===== config.mk =====
export PLATFORM = sky130hd
export DESIGN_NAME = multiplier_flat
export DESIGN_NICKNAME = d
export VERILOG_FILES = /design/src/rtl/mult_pkg.sv /design/src/rtl/multiplier_if.sv /design/src/rtl/multiplier.sv /design/src/flat_wrapper.sv
export SDC_FILE = /design/constraint.sdc
export NUM_CORES = 1
export LEC_CHECK = 0
export BUFFER_PORTS_ARGS = -buffer_cell sky130_fd_sc_hd__buf_2
export CAP_MARGIN = 15
export CORE_MARGIN = 5
export CORE_UTILIZATION = 35
export CTS_BUF_LIST = sky130_fd_sc_hd__clkbuf_4 sky130_fd_sc_hd__clkbuf_8
export CTS_CLUSTER_SIZE = 28
export DETAILED_ROUTE_END_ITERATION = 7
export PLACE_DENSITY_LB_ADDON = 0.3
export SLEW_MARGIN = 20
export SYNTH_ARGS = -nofsm -noshare
export SYNTH_HDL_FRONTEND = slang
export SYNTH_SLANG_ARGS = --single-unit

===== constraint.sdc =====
create_clock -name clk -period 7.2 [get_ports clk]
set_input_delay 0.36 -clock clk [delete_from_list [all_inputs] [get_ports clk]]
set_output_delay 0.36 -clock clk [all_outputs]
set_load 0.01 [all_outputs]

===== src/rtl/mult_pkg.sv =====
// Shared multiplier definitions: FSM state encoding and default operand width.
// Also used by the divider bench when it rebuilds dividends from quotient/remainder.
package mult_pkg;

    localparam int WIDTH_DEFAULT = 16;

    typedef enum logic [1:0] {
        IDLE = 2'd0,
        RUN  = 2'd1,
        DONE = 2'd2
    } state_t;

endpackage


===== src/rtl/multiplier_if.sv =====
// Start/done request bus of the multiply-accumulate unit: operands in, result and status out.
// The master drives the operands and start; the slave (the multiplier) drives everything else.
interface multiplier_if
    import mult_pkg::*;
#(
    parameter int WIDTH = WIDTH_DEFAULT
);
    logic               start;
    logic [WIDTH-1:0]   a;
    logic [WIDTH-1:0]   y;
    logic [WIDTH-1:0]   b;
    logic               busy;
    logic               done;
    logic [2*WIDTH-1:0] p;
    logic [WIDTH-1:0]   x;
    logic               ovf;

    modport master (
        output start, a, y, b,
        input  busy, done, p, x, ovf
    );

    modport slave (
        input  start, a, y, b,
        output busy, done, p, x, ovf
    );
endinterface


===== src/rtl/multiplier.sv =====
// Sequential shift-add multiply-accumulate, p = a*y + b, one multiplier bit per clock.
// Define MULTIPLIER_EARLY_EXIT_EN to finish as soon as no set multiplier bits remain.
module multiplier
    import mult_pkg::*;
#(
    parameter int WIDTH = WIDTH_DEFAULT
) (
    input  logic        clk,
    input  logic        reset,
    multiplier_if.slave bus
);
    localparam int CW = $clog2(WIDTH + 1);

    state_t             state;
    state_t             state_next;
    logic [2*WIDTH-1:0] acc;
    logic [2*WIDTH-1:0] mcand;
    logic [2*WIDTH-1:0] acc_sum;
    logic [2*WIDTH-1:0] p_reg;
    logic [WIDTH-1:0]   mplier;
    logic [CW-1:0]      count;
    logic               accept;
    logic               last_iter;

    // A new request is taken only when no operation is in flight.
    assign accept  = ((state == IDLE) || (state == DONE)) && bus.start;
    assign acc_sum = mplier[0] ? (acc + mcand) : acc;

`ifdef MULTIPLIER_EARLY_EXIT_EN
    assign last_iter = (count == CW'(1)) || (mplier[WIDTH-1:1] == '0);
`else
    assign last_iter = (count == CW'(1));
`endif

    // NOTE: state_next gets a default before the case so no path leaves it unassigned (no latch).
    always_comb begin
        state_next = state;
        unique case (state)
            IDLE:    if (bus.start) state_next = RUN;
            RUN:     if (last_iter) state_next = DONE;
            DONE:    state_next = bus.start ? RUN : IDLE;
            default: state_next = IDLE;
        endcase
    end

    // NOTE: datapath registers are reset too, so an aborted operation leaves no stale result.
    always_ff @(posedge clk or posedge reset) begin
        if (reset) begin
            state  <= IDLE;
            acc    <= '0;
            mcand  <= '0;
            mplier <= '0;
            count  <= '0;
            p_reg  <= '0;
        end else begin
            state <= state_next;
            if (accept) begin
                acc    <= {{WIDTH{1'b0}}, bus.b};
                mcand  <= {{WIDTH{1'b0}}, bus.a};
                mplier <= bus.y;
                count  <= CW'(WIDTH);
            end else if (state == RUN) begin
                acc    <= acc_sum;
                mcand  <= mcand << 1;
                mplier <= mplier >> 1;
                count  <= count - CW'(1);
                if (last_iter) p_reg <= acc_sum;
            end
        end
    end

    // Result stays on p/x/ovf until the next operation overwrites it.
    assign bus.busy = (state == RUN);
    assign bus.done = (state == DONE);
    assign bus.p    = p_reg;
    assign bus.x    = p_reg[WIDTH-1:0];
    assign bus.ovf  = |p_reg[2*WIDTH-1:WIDTH];

endmodule


===== src/flat_wrapper.sv =====
// flat-port wrapper written by rule: the top's interface ports become plain ports
module multiplier_flat import mult_pkg::*;
#(
    parameter int WIDTH = WIDTH_DEFAULT
)
  (clk, reset, bus_start, bus_a, bus_y, bus_b, bus_busy, bus_done, bus_p, bus_x, bus_ovf);
  multiplier_if #(.WIDTH(WIDTH)) bus_i ();
  input  logic clk;
  input  logic reset;
  input wire logic [$bits(bus_i.start)-1:0] bus_start;
  input wire logic [$bits(bus_i.a)-1:0] bus_a;
  input wire logic [$bits(bus_i.y)-1:0] bus_y;
  input wire logic [$bits(bus_i.b)-1:0] bus_b;
  output wire logic [$bits(bus_i.busy)-1:0] bus_busy;
  output wire logic [$bits(bus_i.done)-1:0] bus_done;
  output wire logic [$bits(bus_i.p)-1:0] bus_p;
  output wire logic [$bits(bus_i.x)-1:0] bus_x;
  output wire logic [$bits(bus_i.ovf)-1:0] bus_ovf;
  assign bus_i.start = bus_start;
  assign bus_i.a = bus_a;
  assign bus_i.y = bus_y;
  assign bus_i.b = bus_b;
  assign bus_busy = bus_i.busy;
  assign bus_done = bus_i.done;
  assign bus_p = bus_i.p;
  assign bus_x = bus_i.x;
  assign bus_ovf = bus_i.ovf;
  multiplier #(.WIDTH(WIDTH)) u_core (.clk(clk), .reset(reset), .bus(bus_i));
endmodule

### After elaboration in Yosys (flattened, before gate mapping)

Cells that the tools add are included.

| cells by class | value |
|---|---|
| add/sub/neg operators | 2 |
| equal/unequal tests | 5 |
| mux-type cells | 13 |
| bitwise operators | 1 |
| reductions and logical operators | 7 |

Operator list:

| operator | count |
|---|---|
| 32-bit 2-to-1 mux | 5 |
| 32-bit adder | 1 |
| 16-bit 2-to-1 mux | 2 |
| 16-bit OR reduction | 1 |
| 5-bit 2-to-1 mux | 2 |
| 2-bit one-hot mux with 3 select lines | 1 |
| 5-bit by 1-bit equality test with 1-bit output (second input constant) | 1 |
| 5-bit by 1-bit subtractor with 5-bit output (second input constant) | 1 |
| 2-bit 2-to-1 mux | 2 |
| 3-bit AND reduction | 1 |
| 2-bit by 1-bit equality test with 1-bit output (second input constant) | 1 |
| 2-bit equality test (second input constant) | 1 |
| 2-bit logical NOT | 1 |
| 2-bit by 1-bit inequality test with 1-bit output (second input constant) | 1 |
| 2-bit inequality test (second input constant) | 1 |
| 2-bit AND reduction | 1 |
| 2-bit nonzero test | 1 |
| 1-bit logical AND | 1 |
| 1-bit logical OR | 1 |
| 1-bit 2-to-1 mux | 1 |
| 1-bit inverter | 1 |

| word-level totals | value |
|---|---|
| register bits | 119 |
| bits of input ports | 51 |
| output and inout port bits | 51 |

### Depth between registers and ports, before layout

| depth | value |
|---|---|
| word-level depth | 5 |
| depth in mapped cells | 12 |
| mapped depth without buffers | 12 |

### Least setup slack after synthesis

OpenSTA, ideal clock, no wires.

| path | value |
|---|---|
| kind | register to register |
| start point | register u_core.mcand[0] |
| end point | register u_core.acc[28] |
| library setup time | 0.118 ns |
| arrival time | 2.874 ns |
| required time | 7.082 ns |
| setup slack | 4.208 ns |
| cell stages (with the launch flop) | 12 |
| period minus slack after synthesis | 2.992 ns |
| cell sequence | dfrtp_1 ha_1 fa_1 a21o_1 a311o_1 o2111ai_1 a21o_1 a2bb2oi_1 a21oi_1 a221o_1 xor2_1 a21o_1 |

| between the ends | value |
|---|---|
| word-level cells in the longest chain between the ends | 4 |

Ends and longest elaborated chain:

| item | RTL line | RTL |
|---|---|---|
| start: declaration | multiplier.sv:17 | `logic [2*WIDTH-1:0] mcand;` |
| start signal: assignment | multiplier.sv:59 | `mcand <= {{WIDTH{1'b0}}, bus.a};` |
| start signal: assignment | multiplier.sv:64 | `mcand <= mcand << 1;` |
| 32-bit adder | multiplier.sv:27 | `assign acc_sum = mplier[0] ? (acc + mcand) : acc;` |
| 32-bit 2-to-1 mux | multiplier.sv:27 |  |
| 32-bit 2-to-1 mux | multiplier.sv:62 | `end else if (state == RUN) begin` |
| 32-bit 2-to-1 mux | multiplier.sv:57 | `if (accept) begin` |
| end signal: assignment | multiplier.sv:58 | `acc <= {{WIDTH{1'b0}}, bus.b};` |
| end signal: assignment | multiplier.sv:63 | `acc <= acc_sum;` |
| end: declaration | multiplier.sv:16 | `logic [2*WIDTH-1:0] acc;` |

No other way between the ends. The select of a mux whose other input is x is not followed.
A chain may end at the register's enable or synchronous reset.

### Worst setup path after layout

| path | value |
|---|---|
| start point | register u_core.mcand[0] |
| end point | register u_core.p_reg[28], in the netlist u_core.bus.p[28] |

| between the ends | value |
|---|---|
| word-level cells in the longest chain between the ends | 2 |

Ends and longest elaborated chain:

| item | RTL line | RTL |
|---|---|---|
| 32-bit adder | multiplier.sv:27 |  |
| 32-bit 2-to-1 mux | multiplier.sv:27 |  |
| end signal: assignment | multiplier.sv:67 | `if (last_iter) p_reg <= acc_sum;` |
| end: declaration | multiplier.sv:19 | `logic [2*WIDTH-1:0] p_reg;` |

No other way between the ends.

==> impl_results.md <==
- Worst-case clock skew: 0.0158 ns
- Site row count: 50
- Tcrit/Tclk final: 46.7%
- Final setup TNS: 0 ns
- Min Tclk post-route: 3.37 ns
- # clock sinks: 119
- First-pass GRT wire length: 28900 um
- Vias: around 5500
- Post-synth ARST share: 100%
- Final WL: about 18000 um
- CORE AREA: 18800 um^2
- Clock slew at reported path FFs: 0.08 ns
- Commonest non-fill, non-tap cell in the layout: nand2_1
- Worst Path Arrival: 3.74 ns
- Initial antenna violation count: 0
- Area growth from synthesis to layout: 15.4%
- Final Net Count: between 800 and 900
- Max stage delay on crit path: 0.40 ns
- Mapped Cells: 723
- Syn Nets: approximately 800
- Lkg Pwr: 3.82 nW
- Most frequent cells in the layout: nand2_1, dfrtp_1, buf_2
- CTS tree: yes
- FMAX: 0.297 GHz
- Routed Antenna Nets: 0
- Sequence of cells on the critical path: ha_1 > fa_1 > a21o_1 > a311o_1 > o2111ai_1 > a21o_1 > a2bb2oi_1 > a21oi_1 > a221o_1 > xor2_1 > nand2_1 > a21oi_1
- Post-CTS Repair Setup Buffers: 0
- Vias in the first global route: 5433
- Fill cell count: 1871
- Worst slew pin tran: 0.819 ns
- GR Util All Layers: 16.4%
- HPWL Detailed: 11900 um
- Buffers on Ports: 101
- #FFs+latches synth: 119
- Antenna diode count: 0
- Die Area: 22000 um^2
- Post_cts resized: 0
- Netlist cell types: 58
- Max-Slew Margin vs Limit: 45.3%
- Status: finished clean
- Maximum Capacitance Violations: 0
- Startpoint Class: flip-flop
- Critical path fanouts, max: 5
- Worst Hold Class: in -> reg
- Clock latency on the worst-skew pair: between 0.4 and 0.5 ns
- Num CTS Buffers: 17
- Finish-stage setup viols: 0
- Post-Syn Area: between 6000 and 7000 um^2
- Synth warn: 0
- Post-synth EDFFs: 0
- Worst setup EP type: flip-flop
- Largest net degree at the start of global routing: 76
- Chip height: 148 um
- First-pass DRT Iterations: 5
- Pwr Density: 506 nW/um^2
- Fin. Hold Viols: 0
- Sequential cell area fraction in the yosys report: 44.4%
- Share of cells above drive strength 1: 19.5%
- Multi-input gate area: 3410 um^2
- RSZ-0062 raised after global routing: no
- Detailed Route Iter0 Violations: 333
- Boundary Pins: 102
- Worst path slowest cell: dfrtp_1
- Total gr overflow: 0
- Main synth FF type: dfrtp_1
- Kind of critical path: reg -> reg
- Slew Limit Fails: 0
- Synth Area per Inst: 9.27 um^2
- Vias per inst: 5.26
- Max IR drop VDD: 0.000195 V
- Initial core utilization: 35.7%
- CTS H-tree lvls: 4
- Placement Setup Slack: 3.86 ns
- Clock Path Buffers: 2
- Hold-fix buffers at CTS: 0
- Routability Congestion: 0.866
- Die width: 148 um
- Reg area: 2980 um^2
- Fin worst setup slack: 3.83 ns
- Root buffer cell: clkbuf_8
- CP Data Required Time: 7.57 ns
- Residual DRC count: 0
- Routed wire per std cell: 16.8 um
==> worst paths after layout <==
kind	from	endpoint	slack [ns]	cells past startpoint
hold reg to reg	u_core.mplier[14]	u_core.mplier[14]	0.48	2
setup reg to reg	u_core.mcand[0]	u_core.bus.p[28]	3.83	12
hold / removal	bus_a[15]	u_core.mcand[15]	0.12	3
setup / recovery	u_core.mcand[0]	u_core.bus.p[28]	3.83	12
min in group asynchronous	reset	u_core.mcand[18]	0.43	3
max in group asynchronous	reset	u_core.bus.p[7]	5.54	5
==> final cells by class <==
| cell class | count | share of cell area [%] |
|---|---|---|
| Sequential cell | 119 | 38.5 |
| Timing Repair Buffer | 111 | 7.79 |
| Inverter | 11 | 0.566 |
| Clock buffer | 18 | 3.12 |
| Multi-Input combinational cell | 536 | 44.0 |
| Clock inverter | 14 | 2.25 |
| Tap cell | 234 | 3.78 |
==> synthesized netlist by cell type (2+ instances only) <==
master	instances	area, um^2
o21ai_0	55	275
o2111ai_1	2	17.5
a311o_1	2	20.0
a311oi_1	2	17.5
clkbuf_1	30	113
buf_1	5	18.8
a21o_1	13	97.6
nand4_1	6	37.5
or4_1	3	22.5
nand2_2	2	12.5
o31ai_1	2	15.0
buf_4	19	143
a22oi_1	40	300
ha_1	33	413
inv_1	10	37.5
a31oi_1	5	31.3
a21oi_1	46	230
mux2i_1	19	190
and2_1	4	25.0
buf_2	2	10.0
a22o_1	21	184
a222oi_1	3	30.0
o21a_1	4	30.0
nor3_1	7	35.0
nor4_1	8	50.1
xor2_1	11	96.3
nor2_1	35	131
nor2b_1	4	25.0
o21bai_1	5	37.5
a211oi_1	3	22.5
or2_2	2	12.5
xnor2_1	18	158
dfrtp_1	119	2980
nand3_1	17	85.1
a211o_1	2	17.5
a221o_1	2	20.0
nand2b_1	8	50.1
nand2_1	130	488
and3_1	5	31.3
==> critical path, delay by kind of cell (launching register included) <==
kind / cells / cell delay (ns)
AO/OA/AOI/OAI: 8 / 1.98
adder cells (fa/ha/maj): 2 / 0.63
flip-flops: 1 / 0.40
XOR/XNOR: 1 / 0.18
AND/OR/NAND/NOR: 1 / 0.08
==> metrics by stage <==
step	utilization, %	total power [mW]	hold WS, ns	area (um^2)	instances
2_1_floorplan	-	2.76	0.446	6700	723
3_3_place_gp	38.8	3.25	0.458	7290	1009
3_5_place_dp	38.8	3.28	0.464	7290	1009
4_1_cts	41.0	3.94	0.0932	7700	1041
5_1_grt	41.2	4.26	0.104	7740	1043
6_report	41.2	3.92	0.118	7740	1043
==> per-layer routing <==
layer	wire (um)	global-route usage, %	part of all wire (%)	vias up
met5	0	0	0	-
met4	141	3.88	0.80	0
met3	925	3.87	5.3	10
met2	7650	24.7	44	149
met1	8800	24.0	50	2599
li1	-	-	-	2732
==> cell families (layout without fill, tap and decap cells) <==
logic type                 count (synthesis)  in the layout  synth area share (%)
and+or+nand+nor                          236            236                  15.6
AOI/OAI and AO/OA                        218            218                  21.9
DFF                                      119            119                  44.4
buffers and inverters                     68            154                  5.00
adders and majority gates                 34             34                  6.46
xor gates and xnor gates                  29             29                  3.79
muxes                                     19             19                  2.84
==> report_power, final <==
part	switching (mW)	internal (mW)
Clock	0.296	0.349
Sequential	0.245	0.965
Combinational	1.22	0.838
Total	1.76	2.15
Note: power is estimated with default switching activity, not from simulation.
